**src/rtl/io_input_conditioner_if.sv**
```systemverilog
// Raw board inputs and their debounced levels and change strobe.
// master drives the raw pins; slave is the conditioner.
interface io_input_conditioner_if #(
  parameter int N_GPIO = 36,
  parameter int N_SW   = 4
);
  logic [N_GPIO-1:0]      gpio_raw;
  logic [N_SW-1:0]        sw_raw;
  logic [N_GPIO-1:0]      gpio_clean;
  logic [N_SW-1:0]        sw_clean;
  logic                   change;
  logic [N_GPIO+N_SW-1:0] change_mask;

  modport master (
    output gpio_raw, sw_raw,
    input  gpio_clean, sw_clean, change, change_mask
  );

  modport slave (
    input  gpio_raw, sw_raw,
    output gpio_clean, sw_clean, change, change_mask
  );
endinterface

```
**src/rtl/io_input_conditioner.sv**
```systemverilog
// Per-bit synchronizer + tick-sampled debounce; latency SYNC_STAGES cycles + STABLE_TICKS ticks.
// change/change_mask pulse one cycle after the clean update; no backpressure, outputs always valid.
module io_input_conditioner #(
  parameter int N_GPIO       = 36,
  parameter int N_SW         = 4,
  parameter int SYNC_STAGES  = 2,
  parameter int TICK_DIV     = 1000,
  parameter int STABLE_TICKS = 4
) (
  input  logic                    clk,
  input  logic                    rst,
  io_input_conditioner_if.slave   bus
);
  localparam int W  = N_GPIO + N_SW;
  localparam int CW = $clog2(STABLE_TICKS + 1);
  localparam int PW = (TICK_DIV > 1) ? $clog2(TICK_DIV) : 1;
  localparam logic [PW-1:0] PRESC_MAX = PW'(TICK_DIV - 1);
  localparam logic [CW-1:0] CNT_MAX   = CW'(STABLE_TICKS - 1);

  logic [SYNC_STAGES-1:0][W-1:0] sync_q, sync_d;
  logic [PW-1:0]                 presc_q, presc_d;
  logic [W-1:0][CW-1:0]          cnt_q, cnt_d;
  logic [W-1:0]                  clean_q, clean_d;
  logic [W-1:0]                  upd_q, upd_d;
  logic [W-1:0]                  mask_q, mask_d;
  logic                          change_q, change_d;
  logic                          tick;
  logic [W-1:0]                  sync_bits;

  assign tick      = (presc_q == PRESC_MAX);
  assign sync_bits = sync_q[SYNC_STAGES-1];

  always_comb begin
    sync_d    = sync_q;
    sync_d[0] = {bus.sw_raw, bus.gpio_raw};
    for (int k = 1; k < SYNC_STAGES; k++) begin
      sync_d[k] = sync_q[k-1];
    end
    presc_d = tick ? '0 : presc_q + PW'(1);
  end

  // A tick that sees sync==clean throws away any partial count, so only an
  // unbroken run of STABLE_TICKS differing samples moves the clean level.
  always_comb begin
    cnt_d   = cnt_q;
    clean_d = clean_q;
    upd_d   = '0;
    if (tick) begin
      for (int i = 0; i < W; i++) begin
        if (sync_bits[i] == clean_q[i]) begin
          cnt_d[i] = '0;
        end else if (cnt_q[i] == CNT_MAX) begin
          cnt_d[i]   = '0;
          clean_d[i] = sync_bits[i];
          upd_d[i]   = 1'b1;
        end else begin
          cnt_d[i] = cnt_q[i] + CW'(1);
        end
      end
    end
  end

  // upd_q holds the bits flipped on the tick edge; the strobe follows a cycle later.
  always_comb begin
    mask_d   = upd_q;
    change_d = |upd_q;
  end

  always_ff @(posedge clk or posedge rst) begin
    if (rst) begin
      sync_q   <= '0;
      presc_q  <= '0;
      cnt_q    <= '0;
      clean_q  <= '0;
      upd_q    <= '0;
      mask_q   <= '0;
      change_q <= 1'b0;
    end else begin
      sync_q   <= sync_d;
      presc_q  <= presc_d;
      cnt_q    <= cnt_d;
      clean_q  <= clean_d;
      upd_q    <= upd_d;
      mask_q   <= mask_d;
      change_q <= change_d;
    end
  end

  assign bus.gpio_clean  = clean_q[N_GPIO-1:0];
  assign bus.sw_clean    = clean_q[W-1:N_GPIO];
  assign bus.change      = change_q;
  assign bus.change_mask = mask_q;
endmodule

```
**src/flat_wrapper.sv**
```systemverilog
// flat-port wrapper written by rule: the top's interface ports become plain ports
module io_input_conditioner_flat 
#(
  parameter int N_GPIO       = 36,
  parameter int N_SW         = 4,
  parameter int SYNC_STAGES  = 2,
  parameter int TICK_DIV     = 1000,
  parameter int STABLE_TICKS = 4
)
  (clk, rst, bus_gpio_raw, bus_sw_raw, bus_gpio_clean, bus_sw_clean, bus_change, bus_change_mask);
  io_input_conditioner_if #(.N_GPIO(N_GPIO), .N_SW(N_SW)) bus_i ();
  input  logic clk;
  input  logic rst;
  input wire logic [$bits(bus_i.gpio_raw)-1:0] bus_gpio_raw;
  input wire logic [$bits(bus_i.sw_raw)-1:0] bus_sw_raw;
  output wire logic [$bits(bus_i.gpio_clean)-1:0] bus_gpio_clean;
  output wire logic [$bits(bus_i.sw_clean)-1:0] bus_sw_clean;
  output wire logic [$bits(bus_i.change)-1:0] bus_change;
  output wire logic [$bits(bus_i.change_mask)-1:0] bus_change_mask;
  assign bus_i.gpio_raw = bus_gpio_raw;
  assign bus_i.sw_raw = bus_sw_raw;
  assign bus_gpio_clean = bus_i.gpio_clean;
  assign bus_sw_clean = bus_i.sw_clean;
  assign bus_change = bus_i.change;
  assign bus_change_mask = bus_i.change_mask;
  io_input_conditioner #(.N_GPIO(N_GPIO), .N_SW(N_SW), .SYNC_STAGES(SYNC_STAGES), .TICK_DIV(TICK_DIV), .STABLE_TICKS(STABLE_TICKS)) u_core (.clk(clk), .rst(rst), .bus(bus_i));
endmodule
```
**config.mk**
```make
export PLATFORM = sky130hd
export DESIGN_NAME = io_input_conditioner_flat
export DESIGN_NICKNAME = d
export VERILOG_FILES = /design/src/rtl/io_input_conditioner_if.sv /design/src/rtl/io_input_conditioner.sv /design/src/flat_wrapper.sv
export SDC_FILE = /design/constraint.sdc
export NUM_CORES = 1
export LEC_CHECK = 0
export ABC_AREA = 0
export BUFFER_PORTS_ARGS = -buffer_cell sky130_fd_sc_hd__clkbuf_2
export CORE_MARGIN = 1.5
export CORE_UTILIZATION = 45
export CTS_CLUSTER_SIZE = 14
export DETAILED_ROUTE_END_ITERATION = 8
export PLACE_DENSITY = 0.66
export SLEW_MARGIN = 20
export SYNTH_ARGS = -nofsm -noshare
export SYNTH_HDL_FRONTEND = slang
export SYNTH_SLANG_ARGS = --single-unit
export TNS_END_PERCENT = 50
```
**constraint.sdc**
```tcl
create_clock -name clk -period 11.2 [get_ports clk]
set_clock_uncertainty 0.2 [all_clocks]
set_input_delay 2.24 -clock clk [delete_from_list [all_inputs] [get_ports clk]]
set_output_delay 2.24 -clock clk [all_outputs]
set_load 0.03 [all_outputs]
```
======== Word-level counts from Yosys, hierarchy flattened ========
Cells that the tools add are included.
storage, ports and cells
  bits in registers ....................... 331
  input port bits ......................... 42
  logic and storage cells ................. 451
operators by class
  muxes and demuxes ....................... 162
  $add $sub $neg .......................... 41
  bitwise logic cells ..................... 40
  equality and inequality tests ........... 81
  reduce and logical (&&, ||, !) cells .... 41
operators with widths
  operator                                       number
  2-to-1 mux 3 bit                               80
  adder 3 x 1 -> 3 bit, second input constant    40
  == test 3 x 2 -> 1 bit, second input constant  40
  AND reduction 3 bit                            40
  2-to-1 mux 1 bit                               80
  == test 1 bit                                  40
  2-to-1 mux 40 bit                              1
  inverter 1 bit                                 40
  OR reduction 40 bit                            1
  adder 10 x 1 -> 10 bit, second input constant  1
  == test 10 bit, second input constant          1
  2-to-1 mux 10 bit                              1

======== Longest topological paths before layout ========
  depth in word-level cells ............... 4
  depth in mapped cells ................... 7

======== Worst setup path before layout ========
Ideal clock, no wire load.
  kind .................................... register to output
  start point ............................. register u_core.clean_q[0]
  end point ............................... output bus_gpio_clean[0]
  slack ................................... 8.226 ns
  cell stages (with the launch flop) ...... 1
  arrival ................................. 0.534 ns
  cells stage by stage .................... dfrtp_1
RTL lines
  what                    RTL line                    source
  start, declared         io_input_conditioner.sv:23  logic [W-1:0] clean_q, clean_d;
  start signal, assigned  io_input_conditioner.sv:82  clean_q <= clean_d;
  end, declared           flat_wrapper.sv:16          output wire logic [$bits(bus_i.gpio_clean)-1:0] bus_gpio_clean;
No word-level cell between the ends.

==> key figures <==
Layout
  • Share of post-route cells with drive strength above 1: 0.2206
  • Ant diodes: 0
  • Number of fill cells: around 2400
  • Fin util: 0.5322
  • Non-filler instance count after layout: around 1500
  • Final nets: 1157
  • Area delta synth->final: 16.73%

Logic synthesis
  • Post-synth EDFFs: 0
  • Avg Cell Area, Syn: roughly 13 um^2
  • Share of flip-flops with an asynchronous set or reset: 1.000
  • Most common cell in the netlist: dfrtp_1
  • Register area share after synthesis: 0.6575
  • Count of cell types in the netlist: 29
  • Synth top area share: 0.6575
  • Synth Flop Type: dfrtp_1
  • Synth area leaders: dfrtp_1 66%, ha_1 4.1%, mux2_2 3.6%, xnor2_1 3.0%, nand2b_1 2.9%
  • Commonest cells post-synth: 331 x dfrtp_1, 87 x nor2_1, 58 x nand2b_1
  • Synth area leader: dfrtp_1
  • Syn_nets: about 1000
  • Total number of yosys warnings: 0
  • Synth Instances: ~940
  • #FFs+latches synth: between 300 and 400
  • Synthesized area: between 10000 and 15000 um^2

Detailed routing
  • Final ANT Viol Nets: 0
  • DRT Pass-1 Iters: 4
  • Per-cell routed wire length: 14.08 um
  • DR vias: around 7200
  • WL final: approximately 21000 um
  • DRC: 0
  • Vias per inst: around 5
  • Drt first-iter violations: 405

Floorplanning
  • # rows: 61
  • Initial core utilization: 0.4559
  • CORE AREA: 27630 um^2
  • Die area: between 20000 and 30000 um^2
  • Die W: about 170 um
  • # IOs: between 100 and 150
  • Die Ht: ~170 um

Timing
  • Fin crit period: 3.666 ns
  • Hold Vio Cnt, Final: 0
  • # setup viols final: 0
  • Slew headroom: 0.2958
  • Worst-margin pin slew: 1.053 ns
  • Final period util: 0.3273
  • Setup_tns: 0 ns
  • Max frequency: between 200 and 300 MHz
  • RSZ-0062 raised after global routing: false
  • Slew Limit Fails: 0

Status
  • Outcome: complete, no violations

Clocking
  • PostCTS Resize Cnt: 0
  • Setup bufs post-CTS: 0
  • Hold buffers post-CTS: 0
  • Htree depth: 2
  • Num CTS Buffers: 36
  • Clk buf depth: 3
  • Worst-path clk slew: roughly 0.06 ns
  • CTS tree: built
  • Root Buffer: clkbuf_16
  • Worst skew pair latency: around 0.50 ns
  • CTS sink cnt: 331

Min path
  • Min-delay src: u_core.sync_d[50]
  • Hold WC Path Type: reg -> reg

GRT
  • Met3 Usage GRT: 0.03581
  • Met1 Use GR: 0.1992
  • Vias in the first global route: roughly 7200
  • GRT Residual Overflow: 0
  • Total GRT Usage: 0.1504
  • GRT Max-Usage Layer: met2
  • M2 GR Usage: 0.2484
  • First-pass GRT wire length: about 35000 um
  • Largest net degree at the start of global routing: about 180
  • Initial antenna violation count: 0

Critical path
  • WP data arrival: just under 4 ns
  • Critical path startpoint: rst
  • Reg-to-Reg Start: u_core.presc_q[0]
  • Max FO, Critical Path: 182
  • CP Launch Type: input pin
  • Crit Path Class: in -> async
  • Worst EP required: 11.51 ns
  • Endpoint type of the worst setup path: async pin

Power
  • Pwr Total: around 2.4 mW
  • Power Dens Cells: 163.3 nW/um^2
  • Leakage power: roughly 7.4 nW
  • Peak supply drop: ~0.095 mV

Placement
  • GPL Wtd Cong: between 0.7 and 0.8
  • # placed instances: about 1400
  • Port bufs: roughly 120
  • DP HPWL: about 13000 um

Run
  • Max-Cap Viols: 0
## cells by family (layout without fill, tap and decap cells)
family,Yosys count,after routing,synth area share
flip-flops,331,331,0.6575
AND/OR/NAND/NOR,321,321,0.1491
AO/OA/AOI/OAI,124,124,0.06506
XOR/XNOR,49,49,0.03407
adder cells (fa/ha/maj),41,41,0.04072
multiplexers,40,40,0.03576
buffers and inverters,32,191,0.01778
## layer usage
layer	routed length [um]	vias up
li1	-	3518
met1	9319	3569
met2	10100	114
met3	981	32
met4	373	0
met5	0	-
## final cells by class
| type | instances | area (um^2) | share of cell area |
|---|---|---|---|
| clock buffer | 53 | 1056 | 0.07182 |
| tap | 378 | 473.0 | 0.03216 |
| inverter | 1 | 7.507 | 0.0005106 |
| sequential | 331 | 8283 | 0.5633 |
| clock inverter | 8 | 90.09 | 0.006127 |
| timing repair buffer | 129 | 695.7 | 0.04731 |
| multi-input combinational | 575 | 4099 | 0.2788 |
## worst max-delay path, cell delays in order
cell,delay [ns]
clkbuf_2,0.10
clkinvlp_4,0.07
buf_12,0.61
buf_4,0.82
## cell usage in the layout (no fill, tap or decap), drive strengths merged
master / count
nor3: 27
nor4b: 37
and4bb: 1
and3: 4
a211o: 1
clkinvlp: 1
o21ai: 44
a31oi: 2
ha: 41
buf: 7
nand2: 49
xnor2: 43
nand3: 6
dfrtp: 331
o21a: 40
nand4: 4
xor2: 6
nand3b: 22
clkinv: 6
mux2: 40
bufinv: 2
or3: 1
a21o: 37
nor4: 24
nand2b: 58
nor2: 87
clkbuf: 175
and2: 1
## worst paths after layout
kind                                   endpoint  slack [ns]  depth (start not counted)
max in group clk              bus_gpio_clean[0]        7.61                          1
setup reg to reg             u_core.clean_q[25]        8.01                          6
hold reg to reg            u_core.sync_bits[10]        0.15                          0
setup / recovery           u_core.sync_bits[16]        7.53                          4
min in group asynchronous    u_core.clean_q[35]        1.80                          3
hold / removal             u_core.sync_bits[10]        0.15                          0
## flip-flops by register name (all words and copies together), names as in the netlist
| name | flops |
|---|---|
| u_core.cnt_q | 120 |
| u_core.bus.change_mask | 40 |
| u_core.clean_q | 40 |
| u_core.mask_d | 40 |
| u_core.sync_bits | 40 |
| u_core.sync_d | 40 |
| u_core.presc_q | 10 |
| u_core.bus.change | 1 |
## where the power goes
group	leakage [nW]	total (mW)	internal (mW)	switching (mW)
Combinational	2.36	0.0498	0.0153	0.0345
Sequential	4.43	1.22	1.21	0.00700
Clock	0.569	1.13	0.696	0.438
Total	7.35	2.40	1.92	0.480
## through the flow
| step | area, um^2 | hold WS (ns) | setup WS (ns) |
|---|---|---|---|
| finish | 14700 | 0.1455 | 7.534 |
| global route | 14700 | 0.1534 | 7.194 |
| CTS | 14680 | 0.1469 | 7.261 |
| detailed placement | 13530 | 0.1347 | 6.736 |
| global placement | 13530 | 0.1315 | 6.724 |
| floorplan | 12600 | 0.1312 | 4.339 |
Power figures use the tool's default switching activity.
